--- config.mk ---
export PLATFORM = sky130hd
export DESIGN_NAME = mux4_rr_arbiter
export DESIGN_NICKNAME = d
export VERILOG_FILES = /design/src/rtl/mux4_rr_arbiter.sv
export SDC_FILE = /design/constraint.sdc
export NUM_CORES = 1
export LEC_CHECK = 0
export BUFFER_PORTS_ARGS = -buffer_cell sky130_fd_sc_hd__clkbuf_2
export CORE_UTILIZATION = 25
export CTS_BUF_LIST = sky130_fd_sc_hd__clkbuf_2 sky130_fd_sc_hd__clkbuf_4 sky130_fd_sc_hd__clkbuf_8
export DETAILED_ROUTE_END_ITERATION = 12
export GPL_TIMING_DRIVEN = 0
export PLACE_DENSITY = 0.47
export SYNTH_ARGS = -nofsm -noshare
export SYNTH_HDL_FRONTEND = slang
export SYNTH_SLANG_ARGS = --single-unit
--- constraint.sdc ---
create_clock -name clk -period 2.8 [get_ports clk]
set_input_delay 0.56 -clock clk [delete_from_list [all_inputs] [get_ports clk]]
set_output_delay 0.56 -clock clk [all_outputs]
set_load 0.05 [all_outputs]
--- src/rtl/mux4_rr_arbiter.sv ---
// -----------------------------------------------------------------------------
// mux4_rr_arbiter
//
// Round-robin arbiter and sequencer for the shared 4-to-1, 1-bit mux datapath.
// Four requesters compete for one mux output. One requester is granted at a
// time. The block drives the mux select pair {s1,s0} (sel[1] -> s1,
// sel[0] -> s0) and registers the selected bit as a valid-qualified output.
//
// Optional feature macro: MUX_ARB_TIMEOUT_EN
//   defined   : a grant ends after at most HOLD_MAX cycles, even if the owner
//               keeps requesting. The owner then rotates to lowest priority.
//   undefined : a grant is held until the owner drops its request. The hold
//               counter is not built and HOLD_MAX only gets its range check.
//
// Parameters
//   HOLD_MAX    maximum grant length in cycles with timeout enabled (2..15)
//
// Ports
//   clk         in   1  system clock, rising edge
//   resetn      in   1  asynchronous active-low reset
//   req         in   4  level-held request lines, one per requester
//   din         in   4  mux data bits: din[0]=u, din[1]=v, din[2]=w, din[3]=x
//   gnt         out  4  one-hot grant, all zero when idle
//   sel         out  2  mux select {s1,s0}; index n routes din[n]
//   dout        out  1  registered mux output, din[sel] one cycle late
//   dout_valid  out  1  dout carries the granted requester's data
//   busy        out  1  high while a grant is active
// -----------------------------------------------------------------------------
module mux4_rr_arbiter #(
   parameter int unsigned HOLD_MAX = 8
) (
   input  logic       clk,
   input  logic       resetn,
   input  logic [3:0] req,
   input  logic [3:0] din,
   output logic [3:0] gnt,
   output logic [1:0] sel,
   output logic       dout,
   output logic       dout_valid,
   output logic       busy
);

   // Reject an out-of-range grant length when the design is elaborated.
   if (HOLD_MAX < 2 || HOLD_MAX > 15) begin : g_bad_hold_max
      $error("mux4_rr_arbiter: HOLD_MAX must lie in 2..15");
   end

   typedef enum logic {
      IDLE  = 1'b0,
      GRANT = 1'b1
   } state_t;

   state_t     state;
   logic [1:0] ptr;       // highest-priority requester for the next search
   logic [1:0] winner;    // first set request in search order from ptr
   logic [1:0] idx;
   logic       release_now;

`ifdef MUX_ARB_TIMEOUT_EN
   localparam logic [3:0] HOLD_LAST = 4'(HOLD_MAX - 1);
   logic [3:0] hold_cnt;
`endif

   // Round-robin search: ptr, ptr+1, ptr+2, ptr+3 (modulo 4). Walk the order
   // from lowest to highest priority so that the highest-priority hit is
   // assigned last and wins. The result is only used when req is non-zero.
   always_comb begin
      // NOTE: every variable driven here gets a default first. A path that
      // leaves one unassigned would infer a latch.
      winner = ptr;
      idx    = ptr;
      for (int k = 3; k >= 0; k--) begin
         idx = ptr + 2'(k);
         if (req[idx]) begin
            winner = idx;
         end
      end
   end

   // While in GRANT, sel names the owner. The grant ends when the owner's
   // request is sampled low or the hold limit is reached. If both happen on
   // the same edge, there is still only one release.
   always_comb begin
      release_now = !req[sel];
`ifdef MUX_ARB_TIMEOUT_EN
      if (hold_cnt == HOLD_LAST) begin
         release_now = 1'b1;
      end
`endif
   end

   always_ff @(posedge clk or negedge resetn) begin
      if (!resetn) begin
         state      <= IDLE;
         ptr        <= 2'd0;
         gnt        <= 4'b0000;
         sel        <= 2'd0;
         busy       <= 1'b0;
         dout       <= 1'b0;
         dout_valid <= 1'b0;
`ifdef MUX_ARB_TIMEOUT_EN
         hold_cnt   <= 4'd0;
`endif
      end else begin
         // NOTE: all state here uses non-blocking assignments. dout therefore
         // samples the sel value from before this edge, and dout_valid samples
         // the state from before this edge.
         dout       <= din[sel];
         dout_valid <= (state == GRANT);

         case (state)
            IDLE: begin
               // With no requests, sel keeps its last value.
               if (req != 4'b0000) begin
                  state    <= GRANT;
                  gnt      <= 4'b0001 << winner;
                  sel      <= winner;
                  busy     <= 1'b1;
`ifdef MUX_ARB_TIMEOUT_EN
                  hold_cnt <= 4'd0;
`endif
               end
            end

            GRANT: begin
`ifdef MUX_ARB_TIMEOUT_EN
               if (hold_cnt != 4'd15) begin
                  hold_cnt <= hold_cnt + 4'd1;
               end
`endif
               // Requests from non-owners are not latched. They are looked at
               // again in the IDLE cycle that always follows a release, so
               // the mux select settles before the next owner is granted.
               if (release_now) begin
                  state <= IDLE;
                  gnt   <= 4'b0000;
                  busy  <= 1'b0;
                  ptr   <= sel + 2'd1;
               end
            end

            default: begin
               state <= IDLE;
            end
         endcase
      end
   end

endmodule

Word level (Yosys, flattened, before mapping):

Cells that the tools add are included.

* register bits after elaboration: 12
* bits of input ports: 10
* output and inout bits: 9
* word-level logic and storage cells: 50

* add/subtract/negate cells: 4
* order comparisons: 5
* equality and inequality tests: 2
* shift-type cells: 1
* muxes and demuxes: 25
* bitwise logic cells: 2
* reduce and logical (&&, ||, !) cells: 4

Operator list (count)
* $lt A2 B3 Y1 const B: 5
* $bmux W1 S2: 6
* $mux W1: 10
* $mux W2: 4
* $mux W4: 2
* $pmux W4 S2: 1
* $reduce_and A2 Y1: 3
* $add A2 B1 Y2 const B: 2
* $add A2 B2 Y2 const B: 2
* $ne A2 B2 Y1 const B: 2
* $pmux W1 S2: 2
* $reduce_bool A4 Y1: 1
* $shl A1 B2 Y4 const A: 1
* $not A1 Y1: 2

Logic depth before layout (Yosys ltp):

* depth in word-level cells: 10
* depth in mapped cells: 6
* gate-level depth less buffers: 4

Worst setup path before layout:

Ideal clock, no wire load.

* path kind: register -> register
* from: reg sel[1]
* to: reg gnt[0]
* setup time: 136 ps
* arrival: 1673 ps
* data required time: 2664 ps
* path slack: 991 ps
* stages on the path, launching flop included: 6
* buffers on the path: 1
* clock period less this slack: 1809 ps
* cells stage by stage: dfrtp_1 > mux4_2 > nand2b_4 > buf_6 > nand3_2 > o31ai_1

* word-level cells in the longest chain between the ends: 4

RTL lines
* from (decl): line 37 `output logic [1:0] sel,`
* from (signal assigned): line 117 `sel <= winner;`
* $bmux W1 S2: line 84 `release_now = !req[sel];`
* $mux W1 (implied by the code): line 84
* $ne A2 B2 Y1 (no source line)
* $reduce_and A2 Y1 (no source line)
* to (signal assigned): line 116 `gnt <= 4'b0001 << winner;`
* to (decl): line 36 `output logic [3:0] gnt,`

Every way passes these cells. The select of a mux whose other input is x is not followed.
A chain may end at the register's enable or synchronous reset.

Worst setup path in the final report:

* from: reg sel[0]
* to: out sel[0]

No word-level cell between the ends.

==> out/summary.md <==
The site row count was 18; the die width was 53.8 um. The logs give 492 for the via count of the first global-routing pass and 0 for the reported max-cap violation count. Summing all multi-input logic gate instances after layout gives 329 um^2.

After clock tree synthesis, the clock-pin slew on the worst setup and hold paths is 70 ps. After synthesis, the share of flip-flops with an asynchronous set or reset is 100%. After global routing, the most crowded layer is met2.

Yosys attributes the largest share of cell area to dfrtp_1 45%, mux4_2 6.7%, nand3_2 6.0%, o31ai_1 4.5%, o41ai_4 4.1%. The biggest area contributor in the post-synthesis netlist is dfrtp_1. For the pin with the worst max-slew slack, the measured transition is 397 ps. In the final layout, flip-flops and latches occupy 300 um^2. 19 I/O pins were placed. Fraction of post-synthesis cell area in the top cell type by area: 44.7%. The analysis attributes to cell leakage a power of 0.000380 uW. The final clock period utilization by the worst path was 58.4%. The worst setup path is launched from a flip-flop. The buffer and inverter count on the worst path was 1; the number of cells produced by synthesis was 59.

For this design, the slowest cell found on the critical path is dfrtp_1. Largest stage delay on the critical path: 480 ps. CTS saw 12 sinks.

Summed over all layers, the routed wires come to 1.39 mm. Start point of the critical path: sel[0]. The aggregate global-route resource usage came out at 11.7%.

During placement, the flow inserted port buffers numbering 17. The startpoint of the most critical register-to-register path was sel[1]. The logic depth of the worst setup path including buffers was 1. Dominant synthesized flop cell: dfrtp_1. The routing usage on met2 is 16.5%. The type of the worst setup path was reg2out. For this run, the post-layout net count is 91. Entering global routing, the biggest net connects 13 pins. For this run, global-route usage on met3 was measured as 5.08%.

Setup violations remaining at the end of the flow were counted as 0. For this run, the share of the core covered by cells in the final layout is 32.7%. In the final routed layout, each cell accounts on average for 12.8 um.

A synthesized cell averages 11.4 um^2. The CTS root buffer is clkbuf_4. After filler insertion, the fill cell instance count of the layout stands at 260. Kind of cell adding the most delay to the critical path: flip-flops.

Detailed placement finished with a half-perimeter wire length of 1.06 mm. Clock tree synthesis inserted a total of 3 buffers. The number of nets in the synthesized netlist is 69. The number of antenna diodes in the final layout is 0. In this run the remaining antenna-violating nets after routing total 0. The floorplan step defined a die boundary enclosing 2900 um^2. For the total overflow reported by the global router, the log shows 0. The clock passes through at most 2 buffers. Data on the critical path arrives at its endpoint at 1070 ps. The run gives 0 as the final max-slew violation count. Nature of the critical path endpoint: an output port. The clock period minus worst slack came out at 1630 ps. After detailed placement, the total cell area comes to 795 um^2. The endpoint identified for the worst register-to-register timing path is gnt[0].

Buffers added to address setup during post-CTS repair amount to 0. The tools report the final weighted congestion of routability-driven global placement as 0.676. Measured along the y axis, the die boundary spans 53.8 um.

Counting distinct cell types in the post-synthesis netlist gives 25. In the routed design, unresolved DRC markers number 0. The starting density of the core was 26.9%. The detailed router's first-iteration violation count was 2; the cell area after synthesis was 672 um^2. In this run the power density over the cells is 1280 nW/um^2.

In the final layout, the share of cells above drive strength 1 is 41.8%. Counting instances in the post-synthesis netlist gives the leading cell types as 12 x dfrtp_1, 6 x nand2_1, 4 x inv_1, 4 x nand3_2, 4 x o31ai_1. The number of storage elements in the synthesis netlist is 12.

The CTS H-tree depth is 1, and the source-to-sink clock delay at the later pin of the worst-skew pair is 270 ps. The area growth from synthesis to layout is 21.6%. After floorplanning, the core was sized to cover 2500 um^2.

Before antenna repair, the detailed router went through 3 iterations. During synthesis, Yosys emitted a total of 0 warnings. The initial antenna violation count is 0, and the top fanout value on the critical path is 6.

The flow ran to the end, and the final reports show no timing, DRC or antenna violations. The number of endpoints with negative hold slack in the final report was 0; the post-route setup TNS was 0 ps. For this design, the CTS-stage hold fixing added 0 buffers. For the timing-limited maximum frequency, the log shows 612 MHz. Walking the worst path, the cells encountered are clkbuf_2. The post-route cell area is 817 um^2. The total vias in the final route was 511; the met1 usage in global routing was 15.7%. For the number of cells upsized or downsized after cts, the log shows 0. Yosys instantiated no cell more often than dfrtp_1. Across the VDD grid, the largest voltage drop is 0.589 mV. TritonCTS built the clock tree. Setup repair after global routing left no endpoint under its margin. The post-detailed-route via-to-cell ratio was 4.69; the required time of the critical path was 2240 ps. The headroom to the max-slew limit came out at 73.4%. The depth of the worst register-to-register path is 5. Following the worst setup path forward leads to its endpoint at sel[0].

The global-route wire length before repair is 2.31 mm. The path class of the tightest hold or removal check is in2async. Setup slack on the worst reg-to-reg path comes out at 1250 ps. The clock arrives with 1.87 ps of skew. In this run, synthesis inferred 0 flip-flops with an integrated enable. The share of the Yosys chip area taken by registers is 44.7%.
layer usage:
metal	share of wire, %	vias to the layer above	wire length (um)
met5	0	-	0
met4	0	0	0
met3	5.6	0	78
met2	46	15	647
met1	48	240	668
li1	-	256	-
area by class of cell:
cell class                 instances  area share [%]
multi-input combinational         40            40.3
sequential                        12            36.8
timing repair buffer              17            10.4
tap                               30            4.59
buffer                             3            3.37
clock buffer                       3            2.76
inverter                           4            1.84
cells by family after synthesis:
kind of cell           after synthesis  share of synthesized area [%]
buffers and inverters                7                           6.33
multiplexers                         2                           6.70
XOR/XNOR                             1                           1.30
flip-flops                          12                           44.7
AND/OR/NAND/NOR                     18                           18.1
AO/OA/AOI/OAI                       19                           22.9
how the worst min path moves through the flow:
stage | endpoint | slack (ps) | depth (start not counted)
floorplan | busy | 260 | 0
global placement | dout_valid | 460 | 1
detailed placement | dout | 470 | 1
CTS | sel[0] | 170 | 1
global route | dout | 170 | 1
finish | sel[0] | 170 | 1
state kept, by name, summed over array words and instances (netlist names):
signal and flops:
dout 1, sel 2, busy 1, gnt 4, ptr 2, dout_valid 1
state 1
stage by stage:
step	hold slack (ps)	setup WS, ps	power [uW]	std cells
floorplan	264	991	815	59
global placement	458	1030	944	106
detailed placement	469	1020	949	106
CTS	168	1140	1060	109
global route	170	1100	1130	109
finish	169	1170	1050	109
placed cells by master, fill, tap and decap left out, types with 2 or more instances in the layout:
cell / instances
o31ai_1: 4
o21ai_0: 2
buf_6: 2
a21oi_1: 2
nor2_1: 2
nand3_2: 4
mux4_2: 2
o21ai_1: 2
nor2b_1: 3
nand2_1: 6
inv_1: 4
dfrtp_1: 12
clkbuf_4: 3
clkbuf_2: 17
a2bb2oi_1: 2
power breakdown:
group	leakage, uW	switching [uW]	total, uW	internal (uW)
registers	0.000146	81.9	336	254
clock network	0.0000138	55.7	105	49.7
logic	0.000220	403	604	201
Note: power is estimated with default switching activity, not from simulation.
